## src/rtl/uart_mem_bridge.sv

```systemverilog
// UART byte-stream to data-memory initiator: 'W' frames write a word, 'R' frames read one back over tx.
// Define BRIDGE_WRITE_ACK_EN to answer each completed write with a single 0x4B byte.
module uart_mem_bridge #(
  parameter int DATA_WIDTH     = 32,
  parameter int ADDR_WIDTH     = 6,
  parameter int TIMEOUT_CYCLES = 1_000_000
) (
  input  logic                  clk,
  input  logic                  rst,
  input  logic [7:0]            rx_data_in,
  input  logic                  rx_valid_in,
  output logic [7:0]            tx_data_out,
  output logic                  tx_valid_out,
  input  logic                  tx_ready_in,
  output logic [ADDR_WIDTH-1:0] mem_addr_out,
  output logic [DATA_WIDTH-1:0] mem_write_data_out,
  output logic                  mem_write_en_out,
  output logic                  mem_read_en_out,
  input  logic [DATA_WIDTH-1:0] mem_read_data_in,
  output logic                  busy_out,
  output logic                  err_out
);

  localparam logic [7:0] CMD_WR   = 8'h57;
  localparam logic [7:0] CMD_RD   = 8'h52;
  localparam logic [7:0] ACK_BYTE = 8'h4B;
  // Counter only has to hold TIMEOUT_CYCLES-1; expiry is detected on that value.
  localparam int             TW       = (TIMEOUT_CYCLES > 1) ? $clog2(TIMEOUT_CYCLES) : 1;
  localparam logic [TW-1:0]  TMO_LAST = TW'((TIMEOUT_CYCLES > 0) ? TIMEOUT_CYCLES - 1 : 0);

  typedef enum logic [2:0] {IDLE, GET_ADDR, GET_DATA, WRITE, READ, SEND, ACK} state_t;

  state_t                  state;
  logic                    is_wr;
  logic [1:0]              cnt;
  logic [TW-1:0]           tmo;
  logic [DATA_WIDTH-1:0]   rd_word;
  logic                    tmo_hit;

  // A byte arriving on the expiry cycle takes precedence over the timeout.
  assign tmo_hit = (TIMEOUT_CYCLES != 0) && (tmo == TMO_LAST) && !rx_valid_in;

  always_ff @(posedge clk or posedge rst) begin
    if (rst) begin
      state              <= IDLE;
      is_wr              <= 1'b0;
      cnt                <= '0;
      tmo                <= '0;
      rd_word            <= '0;
      tx_data_out        <= '0;
      tx_valid_out       <= 1'b0;
      mem_addr_out       <= '0;
      mem_write_data_out <= '0;
      mem_write_en_out   <= 1'b0;
      mem_read_en_out    <= 1'b0;
      busy_out           <= 1'b0;
      err_out            <= 1'b0;
    end else begin
      err_out          <= 1'b0;
      mem_write_en_out <= 1'b0;
      mem_read_en_out  <= 1'b0;
      case (state)
        IDLE: begin
          if (rx_valid_in) begin
            if (rx_data_in == CMD_WR || rx_data_in == CMD_RD) begin
              is_wr    <= (rx_data_in == CMD_WR);
              tmo      <= '0;
              busy_out <= 1'b1;
              state    <= GET_ADDR;
            end else begin
              err_out <= 1'b1;
            end
          end
        end
        GET_ADDR: begin
          if (rx_valid_in) begin
            mem_addr_out <= {rx_data_in[ADDR_WIDTH-1:2], 2'b00};
            tmo          <= '0;
            cnt          <= '0;
            if (is_wr) begin
              state <= GET_DATA;
            end else begin
              mem_read_en_out <= 1'b1;
              state           <= READ;
            end
          end else if (tmo_hit) begin
            err_out  <= 1'b1;
            tmo      <= '0;
            busy_out <= 1'b0;
            state    <= IDLE;
          end else begin
            tmo <= tmo + 1'b1;
          end
        end
        GET_DATA: begin
          if (rx_valid_in) begin
            mem_write_data_out[{cnt, 3'b000} +: 8] <= rx_data_in;
            cnt <= cnt + 2'd1;
            tmo <= '0;
            if (cnt == 2'd3) begin
              mem_write_en_out <= 1'b1;
              state            <= WRITE;
            end
          end else if (tmo_hit) begin
            err_out  <= 1'b1;
            tmo      <= '0;
            busy_out <= 1'b0;
            state    <= IDLE;
          end else begin
            tmo <= tmo + 1'b1;
          end
        end
        WRITE: begin
`ifdef BRIDGE_WRITE_ACK_EN
          tx_data_out  <= ACK_BYTE;
          tx_valid_out <= 1'b1;
          state        <= ACK;
`else
          busy_out <= 1'b0;
          state    <= IDLE;
`endif
        end
        READ: begin
          // Read data is only valid during the strobe cycle, so capture it here.
          rd_word      <= mem_read_data_in;
          tx_data_out  <= mem_read_data_in[7:0];
          tx_valid_out <= 1'b1;
          cnt          <= '0;
          state        <= SEND;
        end
        SEND: begin
          if (tx_ready_in) begin
            if (cnt == 2'd3) begin
              tx_valid_out <= 1'b0;
              tx_data_out  <= '0;
              busy_out     <= 1'b0;
              state        <= IDLE;
            end else begin
              cnt         <= cnt + 2'd1;
              tx_data_out <= rd_word[{cnt + 2'd1, 3'b000} +: 8];
            end
          end
        end
        ACK: begin
          if (tx_ready_in) begin
            tx_valid_out <= 1'b0;
            tx_data_out  <= '0;
            busy_out     <= 1'b0;
            state        <= IDLE;
          end
        end
        default: begin
          busy_out <= 1'b0;
          state    <= IDLE;
        end
      endcase
      if (rx_valid_in && (state inside {WRITE, READ, SEND, ACK}))
        err_out <= 1'b1;
    end
  end

endmodule

```

## config.mk

```make
export PLATFORM = sky130hd
export DESIGN_NAME = uart_mem_bridge
export DESIGN_NICKNAME = d
export VERILOG_FILES = /design/src/rtl/uart_mem_bridge.sv
export SDC_FILE = /design/constraint.sdc
export NUM_CORES = 1
export LEC_CHECK = 0
export ABC_AREA = 1
export CORE_MARGIN = 8
export CORE_UTILIZATION = 51
export DETAILED_ROUTE_END_ITERATION = 8
export PLACE_DENSITY = 0.77
export SLEW_MARGIN = 10
export SYNTH_ARGS = -nofsm -noshare
export SYNTH_HDL_FRONTEND = slang
export SYNTH_SLANG_ARGS = --single-unit
```

## constraint.sdc

```tcl
create_clock -name clk -period 4.5 [get_ports clk]
set_input_delay 0.45 -clock clk [delete_from_list [all_inputs] [get_ports clk]]
set_output_delay 0.45 -clock clk [all_outputs]
set_load 0.1 [all_outputs]
```

; Yosys cells after proc, flatten, opt, wreduce, memory -nomap -nowiden
; Cells that the tools add are included.
[totals]
elab_cells = 107
out_inout_bits = 51
inputBits = 44
reg_bits = 107
[op_classes]
n_addsub = 3
n_reduce_logical = 19
bitwise_logic = 1
mux = 47
eq_ne = 21
n_shift = 3
[ops]
columns = op, count
row1 = $mux W20, 4
row2 = $pmux W20 S2, 1
row3 = $bwmux W32, 1
row4 = $shift A8 B7 Y32 const A, 1
row5 = $shiftx A32 B6 Y8, 1
row6 = $shiftx A8 B7 Y32, 1
row7 = $mux W3, 10
row8 = $mux W8, 3
row9 = $pmux W8 S3, 1
row10 = $add A20 B1 Y20 const B, 1
row11 = $eq A20 B20 Y1 const B, 1
row12 = $mux W1, 18
row13 = $ne A2 B2 Y1 const B, 9
row14 = $pmux W3 S6, 1
row15 = $eq A8 B7 Y1 const B, 2
row16 = $eq A3 B3 Y1 const B, 3
row17 = $reduce_and A3 Y1, 3
row18 = $mux W2, 4
row19 = $pmux W2 S4, 1
row20 = $reduce_and A8 Y1, 1
row21 = $reduce_bool A4 Y1, 2
row22 = $neg A5 Y7, 1
row23 = $eq A3 B2 Y1 const B, 2
row24 = $reduce_and A6 Y1, 1
row25 = other kinds (19), 21

; Logic depth before layout (Yosys ltp)
; Gate-level depths: netlist (run 1).
[logic_depth]
word_depth = 6
ltp_mapped = 11
mapped_depth_nobuf = 11

; Worst setup path before layout (run 1)
; No wires, ideal clock.
[synth_timing]
path_kind = reg2reg
start = register cnt[0]
end = register tx_data_out[1]
required_ns = 4.421
synth_period_minus_slack_ns = 2.025
arrival_ns = 1.946
path_stages_with_launch = 11
setup_time_ns = 0.079
setup_slack_ns = 2.475
path_buffers = 3
cell_sequence = dfrtp_1 buf_2 inv_1 buf_2 ha_1 inv_1 clkbuf_1 o21ai_0 o22ai_1 nand2_1 a21oi_1
[synth_between]
elab_chain_len = 5
elab_cells_between_ends = 6
classes_between = add/sub: 1 / eq/ne: 1 / shift: 1 / mux: 3
[synth_rtl]
columns = element, line
row1 = "start, declared", 35  ; logic [1:0] cnt;
row2 = "start signal, assigned", 98  ; cnt <= cnt + 2'd1;
row3 = "start signal, assigned", 139  ; cnt <= cnt + 2'd1;
row4 = $add A2 B1 Y2, 140  ; tx_data_out <= rd_word[{cnt + 2'd1, 3'b000} +: 8];
row5 = $shiftx A32 B6 Y8, 140
row6 = $mux W8 *, 133  ; if (cnt == 2'd3) begin
row7 = $mux W8 *, 132  ; if (tx_ready_in) begin
row8 = $pmux W8 S3 *, 62  ; case (state)
row9 = "end signal, assigned", 126  ; tx_data_out <= mem_read_data_in[7:0];
row10 = "end signal, assigned", 140
row11 = "end, declared", 12  ; output logic [7:0] tx_data_out,
; Mark *: on every way between the ends. The rest lies on a longest branch, timed or not. The select of a mux whose other input is x is not followed.
; A chain may end at the register's enable or synchronous reset.

; Final worst setup path (run 1)
[layout_timing]
start = register cnt[0]
end = register mem_write_data_out[18]
[layout_between]
elab_chain_len = 3
elab_cells_between_ends = 4
classes_between = add/sub: 1 / shift: 2 / mux: 1
[layout_rtl]
columns = element, line
row1 = $neg A5 Y7 *, 97  ; mem_write_data_out[{cnt, 3'b000} +: 8] <= rx_data_in;
row2 = $shiftx A8 B7 Y32 / $shift A8 B7 Y32 (equally long branches), 97
row3 = $bwmux W32 *, 97
row4 = "end signal, assigned by index", 97
row5 = "end, declared", 16  ; output logic [DATA_WIDTH-1:0] mem_write_data_out,
; Mark *: on every way between the ends. The rest lies on a longest branch, timed or not.

==> results.md, run 1 <==
* Util after Layout at a little over three fifths
* Launching point of the worst reg2reg path: cnt[0]
* Share of synthesized cell area in and, or, nand and nor gates at 31.8%
* Gate Count Post-Synth at 718
* RSZ-0062 raised after global routing: false
* Clock Path Buffers at 2
* CP startpoint: cnt[0]
* Core area at roughly 11000 um2
* Number of iterations in the first detailed-routing pass at 5
* Vias in the first global route at 5031
* Final antenna diode count at 0
* Synth top area share at 48.2%
* Type of the worst min-delay path: reg -> reg
* Post-synthesis mux area share at less than 1%
* Fillcell total at between 900 and 1000
* Slack of the worst reg-to-reg path at about 1700 ps
* Total gr overflow at 0
* Dominant combinational cell family by area after synthesis: simple AND/OR/NAND/NOR gates
* Io pins at 95
* Final Hold Vio Count at 0
* Biggest area consumer among synthesized cells: sky130_fd_sc_hd__dfrtp_1
* Setup Buffers After CTS at 0
* Setup TNS at 0 ps
* Area of the mapped netlist at 5560 um2
* Crit share post-route at a little over three fifths
* Total number of vias at 5199
* Critical setup path kind: reg -> reg
* Xor/xnor share of the synthesized area at less than 1%
* Post-synthesis async set-or-reset flop share at 100%
* Headroom to the max-slew limit at approximately a third
* Compound-cell area share of the yosys netlist at a little over a tenth
* Cells on worst reg2reg path at 6
* Post-synth EDFFs at 0
* Count of cells resized by post-cts repair at 0
* Library cell contributing the largest single delay on the critical path: sky130_fd_sc_hd__dfrtp_2
* Routability Congestion at 0.871
* Count of yosys warnings during synthesis at 0
* Proportion of layout cells with a drive suffix above 1 at around 6.6%
* Highest cell delay on the worst timing path at approximately 800 ps
* Total power per unit cell area at 604 nW/um2
* Area growth syn-to-layout at 20.9%
* Most common library cells after synthesis: sky130_fd_sc_hd__nand2_1 (224), sky130_fd_sc_hd__dfrtp_1 (107), sky130_fd_sc_hd__nor2_1 (71)
* Net total in the final layout at 847
* Post-route DRC violation count at 0
* Data required time of the worst path at 4840 ps
* Overall power consumption at roughly 4.1 mW
* Avg Inst Size Synth at approximately 7.7 um2
* Cell-by-cell listing of the critical path: inv_1 > ha_1 > inv_1 > nor2_1 > nand3_1 > nand2_1
* Buffer cell driving the clock tree root: sky130_fd_sc_hd__clkbuf_8
* Iter 0 DRT Violations at 566
* Worst Setup EP: mem_write_data_out[18]
* Placed wire-length estimate after detailed placement at around 11 mm
* Number of buffers added to fix hold violations after cts at 0
* Library cell with the highest instance count after synthesis: sky130_fd_sc_hd__nand2_1
* Pin count of the biggest net entering global routing at just over 80
* Final Slew Violations at 0
* DIE HEIGHT at around 120 um
* CTS Buf Count at 9
* Peak Freq at between 300 and 400 MHz
* Final clock skew at roughly 14 ps
* Predominant post-synthesis flop cell: sky130_fd_sc_hd__dfrtp_1
* Overall routing resource usage at about 21%
* CP dominant cell by count: sky130_fd_sc_hd__inv_1
* Max Cap Violations at 0
* Startpoint types: register
* End of the worst register-to-register path: mem_write_data_out[18]
* Clock edge transition at the registers on the reported setup and hold paths at 110 ps
* Wire length per cell at between 15 and 20 um
* Non-filler cells in the finished layout at ~940
* Worst-Margin Slew at about 1000 ps
* Final setup fails at 0
* Standard-cell row count at 38
* Arr. time, crit path at 3160 ps
* Die ar. at 14500 um2
* CTS sink count at 107
* Pleak at roughly 3.2 nW
* Clock tree from TritonCTS: yes
* Category of the worst setup path capture point: register
* WL final at between 15 and 20 mm
* Post-synthesis share of cell area spent on full adders, half adders and majority gates at roughly 1.6%
* Clock Latency Late Sink at roughly 400 ps
* Worst-case vdd ir drop at 637 uV
* Initial antenna violation count at 0
* Die boundary width at 120 um
* Initial standard-cell utilization of the core at roughly half
* Final Critical Period at roughly 2800 ps
* Highest net fanout along the worst path at 40
* Placed instance count at around 930
* Top cells by area in the synthesized netlist: sky130_fd_sc_hd__dfrtp_1 (48%), sky130_fd_sc_hd__nand2_1 (15%), sky130_fd_sc_hd__o21ai_0 (6.2%), sky130_fd_sc_hd__nor2_1 (4.8%), sky130_fd_sc_hd__nand4_1 (4.3%)
* Via-to-Cell Ratio at around 5.5
* Number of register bits inferred by synthesis at approximately 110
* Antenna-violating nets left at 0
* Run status: finished clean
* Number of buffer cells added on primary ports at just over 90
* Wire length of the first global-routing pass at 25.2 mm
* Sequential fraction of the synthesis area at about half
* Hold WS at slightly below 500 ps
* Level count of the clock H-tree at 3
* Number of distinct standard cells referenced by the synthesized netlist at 31
-- worst min-delay path by stage --
stage / to / slack, ps / startpoint / depth (start not counted)
floorplan: mem_read_en_out / 410 / is_wr / 1
global placement: mem_read_en_out / 460 / is_wr / 1
detailed placement: rd_word[8] / 460 / rd_word[8] / 2
CTS: mem_read_en_out / 480 / is_wr / 1
global route: mem_read_en_out / 510 / is_wr / 1
finish: mem_read_en_out / 480 / is_wr / 1
-- power breakdown --
group          total [mW]  switching (mW)  internal [mW]
combinational        2.03            1.52          0.509
clock               0.587           0.348          0.239
sequential           1.44           0.217           1.23
total                4.06            2.08           1.97
-- layer usage --
metal	track usage [%]	up-vias	part of all wire (%)
li1	-	2500	-
met1	27.0	2461	41
met2	35.4	216	50
met3	6.01	22	7.4
met4	6.32	0	1.9
met5	0	-	0
-- through the flow --
step	setup WS, ps	instance area, um2
CTS	1320	6720
detailed placement	1350	6520
finish	1680	6720
global placement	1580	6520
floorplan	1230	5560
global route	1310	6720
-- layout make-up --
class / count / area, um2 / area share (%)
inverter: 55 / 209 / 3.11
timing repair buffer: 95 / 943 / 14.0
sequential: 107 / 2680 / 39.9
multi-input combinational: 528 / 2520 / 37.5
clock buffer: 11 / 151 / 2.25
tap: 140 / 175 / 2.61
clock inverter: 5 / 42.5 / 0.633
-- worst max-delay path: cells and delay by family (launching register included) --
family | cells | cell delay [ps]
simple gates | 3 | 720
fa+ha+maj | 1 | 720
flops | 1 | 800
buf+inv | 2 | 530
-- flip-flops by register name, summed over array words and instances, names as in the netlist --
name,cells
is_wr,1
tx_data_out,8
state,3
cnt,2
busy_out,1
mem_addr_out,4
mem_write_en_out,1
rd_word,32
tx_valid_out,1
tmo,20
mem_read_en_out,1
mem_write_data_out,32
err_out,1
-- layout by cell type, fill, tap and decap left out, types with 3 or more instances in the layout --
cell type,instances
sky130_fd_sc_hd__inv_6,3
sky130_fd_sc_hd__a21oi_1,22
sky130_fd_sc_hd__nand3_1,39
sky130_fd_sc_hd__nand2_2,7
sky130_fd_sc_hd__clkbuf_8,11
sky130_fd_sc_hd__a31oi_1,8
sky130_fd_sc_hd__nor2_2,3
sky130_fd_sc_hd__nor2_1,71
sky130_fd_sc_hd__clkdlybuf4s50_1,92
sky130_fd_sc_hd__inv_2,7
sky130_fd_sc_hd__nor3_1,5
sky130_fd_sc_hd__o21ai_1,5
sky130_fd_sc_hd__nor2_4,8
sky130_fd_sc_hd__nand2_1,224
sky130_fd_sc_hd__buf_4,3
sky130_fd_sc_hd__xor2_1,6
sky130_fd_sc_hd__ha_1,7
sky130_fd_sc_hd__inv_1,47
sky130_fd_sc_hd__dfrtp_1,106
sky130_fd_sc_hd__o21ai_0,69
sky130_fd_sc_hd__o22ai_1,6
sky130_fd_sc_hd__nand4_1,38
-- cell families after synthesis --
kind of cell / count (synthesis)
simple gates: 400
xor+xnor: 6
buf+inv: 84
mux: 1
compound gates: 112
other cells: 1
flops: 107
fa+ha+maj: 7
Power figures use the tool's default switching activity.
==> inputs of run 2 (changes only) <==
clock period = 2.9 ns   (was 4.5 ns; I/O delays follow)
==> results.md, run 2 (same netlist as run 1, synthesis figures left out) <==
* Run status: finished clean
* Initial standard-cell utilization of the core at approximately 52%
* Data required time of the worst path at 3230 ps
* Wire length of the first global-routing pass at 24.7 mm
* Number of iterations in the first detailed-routing pass at 7
* Number of buffers added to fix hold violations after cts at 0
* Startpoint types: register
* Crit share post-route at about 70%
* Clock edge transition at the registers on the reported setup and hold paths at 100 ps
* Critical setup path kind: reg -> reg
* Util after Layout at roughly 60%
* DIE HEIGHT at between 100 and 150 um
* Most frequent cells in the layout: sky130_fd_sc_hd__nand2_1 (224), sky130_fd_sc_hd__dfrtp_1 (107), sky130_fd_sc_hd__nor2_1 (71), sky130_fd_sc_hd__o21ai_0 (69), sky130_fd_sc_hd__buf_4 (55)
* Setup Buffers After CTS at 0
* Most common cell after layout, fill and taps aside: sky130_fd_sc_hd__nand2_1
* Placed instance count at between 900 and 1000
* Total number of vias at between 5000 and 6000
* RSZ-0062 raised after global routing: false
* Buffer cell driving the clock tree root: sky130_fd_sc_hd__clkbuf_8
* Antenna-violating nets left at 0
* Count of cells resized by post-cts repair at 0
* Core area at 10700 um2
* Largest registers: mem_write_data_out (32), rd_word (32), tmo (20)
* Final antenna diode count at 0
* Worst-case vdd ir drop at 764 uV
* Max Cap Violations at 0
* Total gr overflow at 0
* Final Slew Violations at 0
* Setup TNS at 0 ps
* Final setup fails at 0
* Pin count of the biggest net entering global routing at ~110
* Final clock skew at roughly 10 ps
* CTS sink count at roughly 110
* Worst-Margin Slew at between 600 and 700 ps
* Type of the worst min-delay path: in -> async
* Io pins at 95
* Number of buffer cells added on primary ports at ~90
* Net total in the final layout at 851
* Via-to-Cell Ratio at ~5.4
* Final Hold Vio Count at 0
* Die ar. at around 14000 um2
* Category of the worst setup path capture point: register
* Total power per unit cell area at 938 nW/um2
* Peak Freq at slightly below 500 MHz
* Pleak at between 3 and 4 nW
* Clock tree from TritonCTS: yes
* Final Critical Period at approximately 2000 ps
* Arr. time, crit path at 2380 ps
* Routability Congestion at 0.889
* Die boundary width at between 100 and 150 um
* Non-filler cells in the finished layout at roughly 950
* Clock Latency Late Sink at 380 ps
* Iter 0 DRT Violations at 480
* Area growth syn-to-layout at 19.3%
* Proportion of layout cells with a drive suffix above 1 at between 10% and 20%
* Standard-cell row count at 38
* Highest net fanout along the worst path at 29
* WL final at 15.0 mm
* Overall routing resource usage at a little over a fifth
* Headroom to the max-slew limit at ~57%
* Initial antenna violation count at 0
* Post-route DRC violation count at 0
* Vias in the first global route at ~5000
* CTS Buf Count at 9
* Level count of the clock H-tree at 3
* Placed wire-length estimate after detailed placement at approximately 11 mm
* Clock Path Buffers at 2
* Wire length per cell at about 16 um
## run 2: path summary, 6_finish.rpt
kind / end / cells after the start / slack, ps / from
worst min-delay path: mem_read_en_out / 3 / 410 / rst
max in group asynchronous: tmo[1] / 3 / 2050 / rst
worst min register to register: rd_word[27] / 2 / 480 / rd_word[27]
min in group clk: rd_word[21] / 3 / 430 / mem_read_data_in[21]
worst max register to register: mem_write_data_out[27] / 6 / 850 / state[2]
worst max-delay path: mem_write_data_out[27] / 6 / 850 / state[2]
## run 2: power by group
group          total, mW  switching, mW  internal (mW)  leakage [nW]
clock network      0.891          0.529          0.362        0.0957
registers           2.18          0.279           1.90          1.40
logic               3.15           2.39          0.758          1.85
## run 2: layer usage
| metal | vias to the layer above | global-route usage, % | part of all wire, % |
|---|---|---|---|
| li1 | 2512 | - | - |
| met1 | 2448 | 27.6 | 45 |
| met2 | 164 | 33.2 | 48 |
| met3 | 21 | 5.22 | 6.0 |
| met4 | 0 | 6.40 | 1.8 |
| met5 | - | 0 | 0 |
## run 2: final cells by class
class,instances,area (um2)
fillers,971,4120
flip-flops and latches,107,2680
multi-input cells,528,2520
repair buffers,99,863
inverters,55,210
well taps,140,175
clock buffers,11,151
clock inverters,5,35.0
## run 2: stage by stage
| stage | power, mW | area [um2] | hold slack [ps] | setup WS (ps) |
|---|---|---|---|---|
| finish | 6.22 | 6630 | 411 | 847 |
| global route | 6.59 | 6630 | 439 | 651 |
| detailed placement | 5.35 | 6440 | 462 | 666 |
| floorplan | 4.62 | 5570 | 400 | 875 |
| CTS | 6.23 | 6630 | 430 | 874 |
| global placement | 5.30 | 6440 | 458 | 693 |
## run 2: worst max-delay path, cell delays in order (launching register included)
cell and delay [ps]:
sky130_fd_sc_hd__dfrtp_1 630, sky130_fd_sc_hd__nor3_2 310, sky130_fd_sc_hd__nand2_1 290, sky130_fd_sc_hd__buf_4 340, sky130_fd_sc_hd__nor2_4 200, sky130_fd_sc_hd__nand4_1 120, sky130_fd_sc_hd__nand2_1 90
==> inputs of run 3 (changes only) <==
clock period = 2 ns   (was 2.9 ns; I/O delays follow)
==> results.md, run 3 (same netlist as run 1, synthesis figures left out) <==
* CTS sink count at 107
* Number of buffer cells added on primary ports at 92
* Critical setup path kind: reg -> reg
* Overall routing resource usage at approximately 22%
* Final antenna diode count at 0
* Count of buffering cells on the critical path with inverters included at 1
* Non-filler cells in the finished layout at around 960
* Worst-case vdd ir drop at 1200 uV
* Run status: finished clean
* Placed instance count at roughly 940
* Type of the worst min-delay path: in -> reg
* Level count of the clock H-tree at 3
* Wire length per cell at about 16 um
* Number of buffers added to fix hold violations after cts at 0
* Total gr overflow at 0
* DIE HEIGHT at ~120 um
* Highest cell delay on the worst timing path at about 480 ps
* Vias in the first global route at about 5400
* Clock tree from TritonCTS: yes
* Count of cells resized by post-cts repair at 0
* Worst-Margin Slew at about 560 ps
* WL final at 15.5 mm
* Max Cap Violations at 0
* Initial standard-cell utilization of the core at 51.7%
* Met2 wire length at 7.34 mm
* Pleak at 3.42 nW
* Data required time of the worst path at 2290 ps
* Die boundary width at 120 um
* Final Slew Violations at 0
* Final Critical Period at 1760 ps
* Core area at ~11000 um2
* Iter 0 DRT Violations at around 350
* Category of the worst setup path capture point: register
* Post-detailed-placement cell area at around 6600 um2
* Number of iterations in the first detailed-routing pass at 5
* Library cell contributing the largest single delay on the critical path: sky130_fd_sc_hd__dfrtp_1
* Clock edge transition at the registers on the reported setup and hold paths at 100 ps
* Clock Latency Late Sink at ~380 ps
* Final cell area excluding filler cells at a little under 7000 um2
* Clock Path Buffers at 2
* Post-route DRC violation count at 0
* RSZ-0062 raised after global routing: false
* Fillcell total at 964
* Final clock skew at between 10 and 15 ps
* Peak Freq at 569 MHz
* Startpoint types: register
* Via-to-Cell Ratio at between 5 and 6
* Placed wire-length estimate after detailed placement at roughly 11 mm
* Hold WS at between 300 and 400 ps
* Pin count of the biggest net entering global routing at 108
* Wire length of the first global-routing pass at ~25 mm
* Cell-by-cell listing of the critical path: nand2_1 > nand2_1 > nor2_4 > nand2_2 > o21ai_1 > inv_1 > nor2_4 > nand3_1 > o21ai_0
* CTS Buf Count at 9
* Top Family by Delay on Critical Path: simple AND/OR/NAND/NOR gates
* Headroom to the max-slew limit at 62.9%
* Final Hold Vio Count at 0
* Total length of routed met3 wires at roughly 950 um
* Setup TNS at 0 ps
* Highest net fanout along the worst path at 18
* Crit share post-route at between 80 and 90%
* Most common cell after layout, fill and taps aside: sky130_fd_sc_hd__nand2_1
* Total power per unit cell area at roughly 1400 nW/um2
* Total number of vias at 5311
* Arr. time, crit path at ~2100 ps
* Final setup fails at 0
* Largest registers: mem_write_data_out (32), rd_word (32), tmo (20)
* Net total in the final layout at just under 900
* Buffer cell driving the clock tree root: sky130_fd_sc_hd__clkbuf_8
* DR top layer: met4
* Proportion of layout cells with a drive suffix above 1 at between 10% and 20%
* Area growth syn-to-layout at 21.6%
* Metal1 wirelength at just under 7 mm
* Initial antenna violation count at 0
* Io pins at 95
* Antenna-violating nets left at 0
* Setup Buffers After CTS at 0
* Die ar. at between 10000 and 15000 um2
* Routability Congestion at about 0.9
* Standard-cell row count at 38
* Most frequent cells in the layout: sky130_fd_sc_hd__nand2_1 (224), sky130_fd_sc_hd__dfrtp_1 (107), sky130_fd_sc_hd__nor2_1 (71), sky130_fd_sc_hd__o21ai_0 (69), sky130_fd_sc_hd__buf_4 (66)
==> run 3: cell types whose count changed in the layout (fill, tap and decap cells not counted) <==
| cell | before | now |
|---|---|---|
| sky130_fd_sc_hd__buf_4 | 55 | 66 |
| sky130_fd_sc_hd__buf_12 | 1 | 4 |
| sky130_fd_sc_hd__clkbuf_1 | 0 | 3 |
| sky130_fd_sc_hd__clkbuf_8 | 11 | 10 |
| sky130_fd_sc_hd__clkinv_2 | 2 | 1 |
| sky130_fd_sc_hd__clkinvlp_4 | 2 | 1 |
==> run 3: routing by layer <==
metal / GRT usage (%) / vias to the layer above
met3: 3.54 / 34
met4: 10.3 / 0
met5: 0 / -
met1: 27.8 / 2525
met2: 34.6 / 203
li1: - / 2549
==> run 3: worst paths after layout <==
| path | from | endpoint | slack, ps | depth (start not counted) |
|---|---|---|---|---|
| worst max-delay path | state[0] | cnt[1] | 240 | 9 |
| worst min-delay path | mem_read_data_in[30] | rd_word[30] | 340 | 3 |
| worst max register to register | state[0] | cnt[1] | 240 | 9 |
| worst min register to register | is_wr | mem_read_en_out | 460 | 1 |
| max in group asynchronous | rst | rd_word[1] | 1250 | 3 |
| min in group asynchronous | rst | mem_write_data_out[5] | 360 | 3 |
==> run 3: through the flow <==
stage	worst slack (ps)	util, %	power [mW]
finish	242	62.9	9.27
global route	58.1	62.9	9.80
CTS	234	62.9	9.31
detailed placement	138	61.3	8.06
global placement	223	61.3	7.96
floorplan	63.2	-	6.71
==> run 3: area by class of cell <==
type                    count  area [um2]  area share [%]
clock buffers              13         149            2.20
clock inverters             3        22.5           0.333
inverters                  55         210            3.11
multi-input cells         528        2520            37.3
flip-flops and latches    107        2680            39.6
well taps                 140         175            2.59
repair buffers            113        1010            14.9
==> run 3: worst min-delay path, cell delays in order <==
cell and delay (ps):
sky130_fd_sc_hd__clkdlybuf4s50_1 400, sky130_fd_sc_hd__nand2_1 60, sky130_fd_sc_hd__nand2_1 40
==> run 3: report_power, final <==
group | internal, mW | total [mW] | leakage (nW) | switching (mW)
combinational | 1.29 | 4.90 | 1.94 | 3.61
sequential | 2.76 | 3.14 | 1.40 | 0.378
clock | 0.495 | 1.23 | 0.0880 | 0.737
